[config.mk]
export PLATFORM = sky130hd
export DESIGN_NAME = tile_serializer
export DESIGN_NICKNAME = d
export VERILOG_FILES = /design/src/rtl/tile_serializer.sv
export SDC_FILE = /design/constraint.sdc
export NUM_CORES = 1
export LEC_CHECK = 0
export BUFFER_PORTS_ARGS = -buffer_cell sky130_fd_sc_hd__buf_2
export CORE_ASPECT_RATIO = 0.6
export CORE_UTILIZATION = 53
export DETAILED_ROUTE_END_ITERATION = 8
export GPL_TIMING_DRIVEN = 0
export HOLD_SLACK_MARGIN = 0.05
export PLACE_DENSITY = 0.91
export SKIP_LAST_GASP = 1
export SLEW_MARGIN = 25
export SYNTH_ARGS = -nofsm -noshare
export SYNTH_HDL_FRONTEND = slang
export SYNTH_SLANG_ARGS = --single-unit
[constraint.sdc]
create_clock -name clk -period 2.4 [get_ports clk]
set_input_delay 0.12 -clock clk [delete_from_list [all_inputs] [get_ports clk]]
set_output_delay 0.12 -clock clk [all_outputs]
set_load 0.005 [all_outputs]
[src/rtl/tile_serializer.sv]
// Tile serializer: captures a ROWS x COLS tile and emits it one element per
// handshake in row-major order, with zero-bubble back-to-back tile capture.
module tile_serializer #(
    parameter  int DW   = 11,
    parameter  int ROWS = 2,
    parameter  int COLS = 4,
    localparam int N    = ROWS * COLS,
    localparam int IW   = $clog2(N)
) (
    input  logic          clk,
    input  logic          rst,
    input  logic          i_valid,
    output logic          i_ready,
    input  logic [DW-1:0] i_tile [ROWS][COLS],
    input  logic [3:0]    i_tag,
    output logic          o_valid,
    input  logic          o_ready,
    output logic [DW-1:0] o_data,
    output logic [IW-1:0] o_idx,
    output logic          o_last,
    output logic [3:0]    o_tag,
    output logic [15:0]   o_tile_cnt
);

    typedef enum logic {
        IDLE,
        SEND
    } state_t;

    state_t        r_state;
    state_t        w_state_nxt;
    logic [IW-1:0] r_idx;
    logic [DW-1:0] r_buf [N];
    logic [3:0]    r_tag;
    logic [15:0]   r_tile_cnt;

    logic w_send;
    logic w_last;
    logic w_rdy;
    logic w_cap;
    logic w_hs_last;
    logic w_adv;

    // i_ready is gated by rst so nothing is accepted while reset is held
    always_comb begin
        w_send      = (r_state == SEND);
        w_last      = w_send && (r_idx == IW'(N - 1));
        w_rdy       = rst && (!w_send || (o_ready && w_last));
        w_cap       = i_valid && w_rdy;
        w_hs_last   = w_send && o_ready && w_last;
        w_adv       = w_send && o_ready && !w_last;
        w_state_nxt = r_state;
        unique case (r_state)
            IDLE: if (w_cap) w_state_nxt = SEND;
            SEND: if (w_hs_last && !w_cap) w_state_nxt = IDLE;
            default: w_state_nxt = IDLE;
        endcase
    end

    always_ff @(posedge clk or negedge rst) begin
        if (!rst) r_state <= IDLE;
        else      r_state <= w_state_nxt;
    end

    always_ff @(posedge clk or negedge rst) begin
        if (!rst) begin
            r_idx      <= '0;
            r_tag      <= '0;
            r_tile_cnt <= '0;
            for (int k = 0; k < N; k++) r_buf[k] <= '0;
        end else begin
            if (w_cap) begin
                r_idx <= '0;
                r_tag <= i_tag;
                for (int r = 0; r < ROWS; r++)
                    for (int c = 0; c < COLS; c++)
                        r_buf[r*COLS+c] <= i_tile[r][c];
            end else if (w_adv) begin
                r_idx <= r_idx + IW'(1);
            end
            if (w_hs_last) r_tile_cnt <= r_tile_cnt + 16'd1;
        end
    end

    assign i_ready    = w_rdy;
    assign o_valid    = w_send;
    assign o_data     = w_send ? r_buf[r_idx] : '0;
    assign o_idx      = w_send ? r_idx : '0;
    assign o_last     = w_last;
    assign o_tag      = w_send ? r_tag : '0;
    assign o_tile_cnt = r_tile_cnt;

endmodule

==> summary.txt <==
Run status
  • Outcome: complete, no violations

Worst setup path
  • Data arrival, critical path: about 2100 ps
  • Slowest library cell on the worst path: sky130_fd_sc_hd__dfrtp_1
  • Register-to-register path setup slack: approximately 180 ps
  • Family with the most delay on the worst path: buffers and inverters
  • Critical-path cell list: buf_2, buf_6, nor2b_1, buf_2, nand2_1, o211ai_1, a21oi_1, buf_2
  • Worst path buffer plus inverter count: 4
  • Max Fanout on Critical Path: 10
  • Crit-path most repeated cell: sky130_fd_sc_hd__buf_2
  • Largest stage delay on the critical path: between 300 and 400 ps
  • Crit Path Category: flop to primary output
  • Critical Path RT: about 2300 ps
  • Launching element type of the critical path: flop
  • Critical Path End Type: primary output

Cells and area
  • Antenna fix cells: 0
  • Count of filler cells inserted in the layout: between 500 and 600
  • Area used by multi-input combinational logic: 2300 µm²
  • Most common library cell in the layout ignoring fill and taps: sky130_fd_sc_hd__buf_2
  • Total Nets Final: between 700 and 800
  • Area occupied by registers: about 2800 µm²
  • Number of cells in the finished layout apart from fillers: 745
  • Share of post-route cells with drive strength above 1: 0.467
  • Most frequent cells in the layout: 145 x sky130_fd_sc_hd__buf_2, 112 x sky130_fd_sc_hd__dfrtp_1, 93 x sky130_fd_sc_hd__dlygate4sd3_1
  • Final Util: 0.784
  • Syn-to-layout area delta: 39.5%

Yosys
  • Fraction of post-synthesis cell area in the top cell type by area: 0.529
  • Compound-gate portion of the synthesized area: 0.0274
  • Largest cells by area after synthesis: sky130_fd_sc_hd__dfrtp_1 53%, sky130_fd_sc_hd__mux2_2 14%, sky130_fd_sc_hd__mux2_4 10%
  • Parity-gate share of the synthesized area counting xor and xnor cells: 0.0265
  • Post-synthesis cell type count: 29
  • Average footprint of a synthesized cell: ~14 µm²
  • Dominant combinational cell family by area after synthesis: multiplexers
  • Mapped Area: approximately 5300 µm²
  • Fraction of synthesized area in multiplexers: 0.318
  • Simple-gate share of the synthesized area: 0.0546
  • Area leader, netlist: sky130_fd_sc_hd__dfrtp_1
  • Number of synthesized register bits: between 100 and 150
  • Syn. warnings: 0
  • Net count after synthesis: 472
  • Proportion of synthesized chip area in sequential cells: 0.529
  • Synthesized instance count: ~370
  • Area share of fa/ha/maj cells after synthesis: 0.00709

Timing
  • F_max: 0.448 GHz
  • Worst clock skew on the final layout: around 6.0 ps
  • Final hold violation count: 0
  • Share of the clock period used by the worst path after layout: 0.931
  • Setup_tns: 0 ps
  • Worst path setup slack after routing: 167 ps
  • Final number of max-transition violations: 0
  • Worst Max-Slew Pin Slew: 557 ps
  • Worst-case headroom to the max-slew limit: 0.629
  • Unrepaired setup endpoints after global routing: no
  • Final critical delay including setup and external delays: roughly 2200 ps
  • Setup violations, final: 0
  • Smallest hold slack: around 110 ps

Power
  • Net Sw Power: 2650 µW
  • Leakage power of the design: roughly 0.0035 µW
  • Switching share of power: 0.323
  • Power share of the sequential group: 0.396
  • Highest ir drop seen on vdd: 0.557 mV
  • Pwr per Cell Area: 1110 nW/µm²
  • Clock network fraction of design power: 0.181
  • Int Power: roughly 5600 µW
  • Combinational Power Share: 0.423

Clocking
  • Clock-pin slew on the worst setup and hold paths: ~70 ps
  • Number of CTS-inserted buffers: 9
  • Worst-skew pair later-pin latency: around 350 ps
  • Cell at the root of the clock tree: sky130_fd_sc_hd__clkbuf_16
  • Clock tree sinks: approximately 110
  • Worst-case clock buffer depth: 2
  • TritonCTS clock tree: done
  • Number of setup buffers added after CTS: 0
  • H-tree level count: 3

Detailed routing
  • Remaining number of nets flagged by the antenna check after routing: 0
  • Via count of the routed design: around 4000
  • DRC violation count after routing: 0
  • Number of detailed-routing iterations run before antenna repair: 4
  • Final WL: approximately 15000 µm
  • Count of routing violations after the opening detailed-route iteration: between 150 and 200
  • Mean number of vias per cell: between 5 and 6
  • Average routed wire per standard cell: about 19 µm

GRT
  • Pin count of the biggest net entering global routing: 59
  • GR met3 Demand/Resource: 0.0677
  • Total GRT Usage: 0.297
  • Routing layer with the top usage in global route: met2
  • Final global-route overflow total: 0
  • Number of antenna violations at the first check in global routing: 0
  • First-pass GRT wire length: 22100 µm
  • Vias in the first global route: 4288
  • Met1 usage in global routing: 0.392
  • GR Layer Usage met2: 0.496

Placement
  • Post-DP HPWL: about 9600 µm
  • GP Congestion: 0.822
  • DP Cell Count: approximately 640
  • Count of buffers inserted at the top-level ports: between 100 and 150
  • Setup WS pre-CTS: ~230 ps

Worst hold path
  • Worst min path class: primary input to flop

Floorplanning
  • Placement Rows: 27
  • Top-level port count: ~130
  • Die footprint: around 10000 µm²
  • Die Wd: roughly 130 µm
  • Die Y-Extent: 79.4 µm
  • Starting density of the core: 0.562
  • Placeable core area: around 9400 µm²

Flow run
  • Number of max-cap violations: 0
## worst register-to-register path, delay by kind of cell, from the launching register on
| family | cells | cell delay [ps] |
|---|---|---|
| adders and majority gates | 2 | 400 |
| buffers and inverters | 3 | 560 |
| DFF | 1 | 490 |
| muxes | 1 | 330 |
| and+or+nand+nor | 3 | 310 |
## metal layers
layer / vias to the layer above / part of all wire
li1: 1795 / -
met1: 1979 / 0.43
met2: 160 / 0.49
met3: 20 / 0.072
met4: 0 / 0.015
met5: - / 0
## synthesized netlist by cell type (all sizes together)
master and instances:
nor3 6, xnor2 7, nand2 19, ha 3
clkbuf 3, nor4 1, nor2 5, a21o 1
buf 20, mux2 104, nand3 3, and4 1
xor2 9, or2 1, and3 3, a21oi 11
nand4 4, nand3b 1, mux2i 13, o211ai 11
and2 9, dfrtp 112, inv 14, nor2b 1
mux4 11
## metrics by stage
step	cell area [µm²]	total power (µW)
2_1_floorplan	5300	5460
3_3_place_gp	6120	6370
3_5_place_dp	6150	6580
4_1_cts	7370	8200
5_1_grt	7390	8660
6_report	7390	8210
## logic make-up (layout without fill, tap and decap cells)
family                     Yosys count  after routing
buffers and inverters               37            279
and+or+nand+nor                     54             54
DFF                                112            112
muxes                              128            128
xor gates and xnor gates            16             16
adders and majority gates            3              3
AOI/OAI and AO/OA                   23             23
## area by class of cell
class	count	share of cell area
Sequential cell	112	0.379
Multi-Input combinational cell	224	0.311
Timing Repair Buffer	226	0.221
Clock buffer	10	0.0310
Tap cell	130	0.0220
Buffer	23	0.0202
Clock inverter	6	0.00813
Inverter	14	0.00712
## sequential cells by signal (all words and copies together), names as in the netlist
name,cells
o_tile_cnt,16
o_valid,1
r_buf,88
r_idx,3
r_tag,4
## what timing repair did
| item | 4_1_cts | 5_1_grt |
|---|---|---|
| gates resized for setup | 0 | 4 |
| setup endpoints to repair | 0 | 87 |
| hold buffers | 93 | 0 |
| hold endpoints to repair | 148 | 0 |
## path summary, 6_finish.rpt
path                                start             end  cells after the start
max                              r_idx[1]       o_data[1]                      8
max reg2reg                      r_idx[0]       r_buf[33]                      9
min                               o_ready         o_valid                      3
max in group asynchronous             rst       r_buf[60]                      3
min reg2reg                o_tile_cnt[15]  o_tile_cnt[15]                      1
min in group asynchronous             rst       r_buf[76]                      2
## power groups by stage
stage          Combinational, µW  Sequential [µW]  Clock, µW
3_5_place_dp                3320             3260          0
3_3_place_gp                3200             3170          0
2_1_floorplan               2400             3060          0
5_1_grt                     3750             3330       1580
6_report                    3470             3250       1480
4_1_cts                     3460             3230       1500
Power figures use the tool's default switching activity.
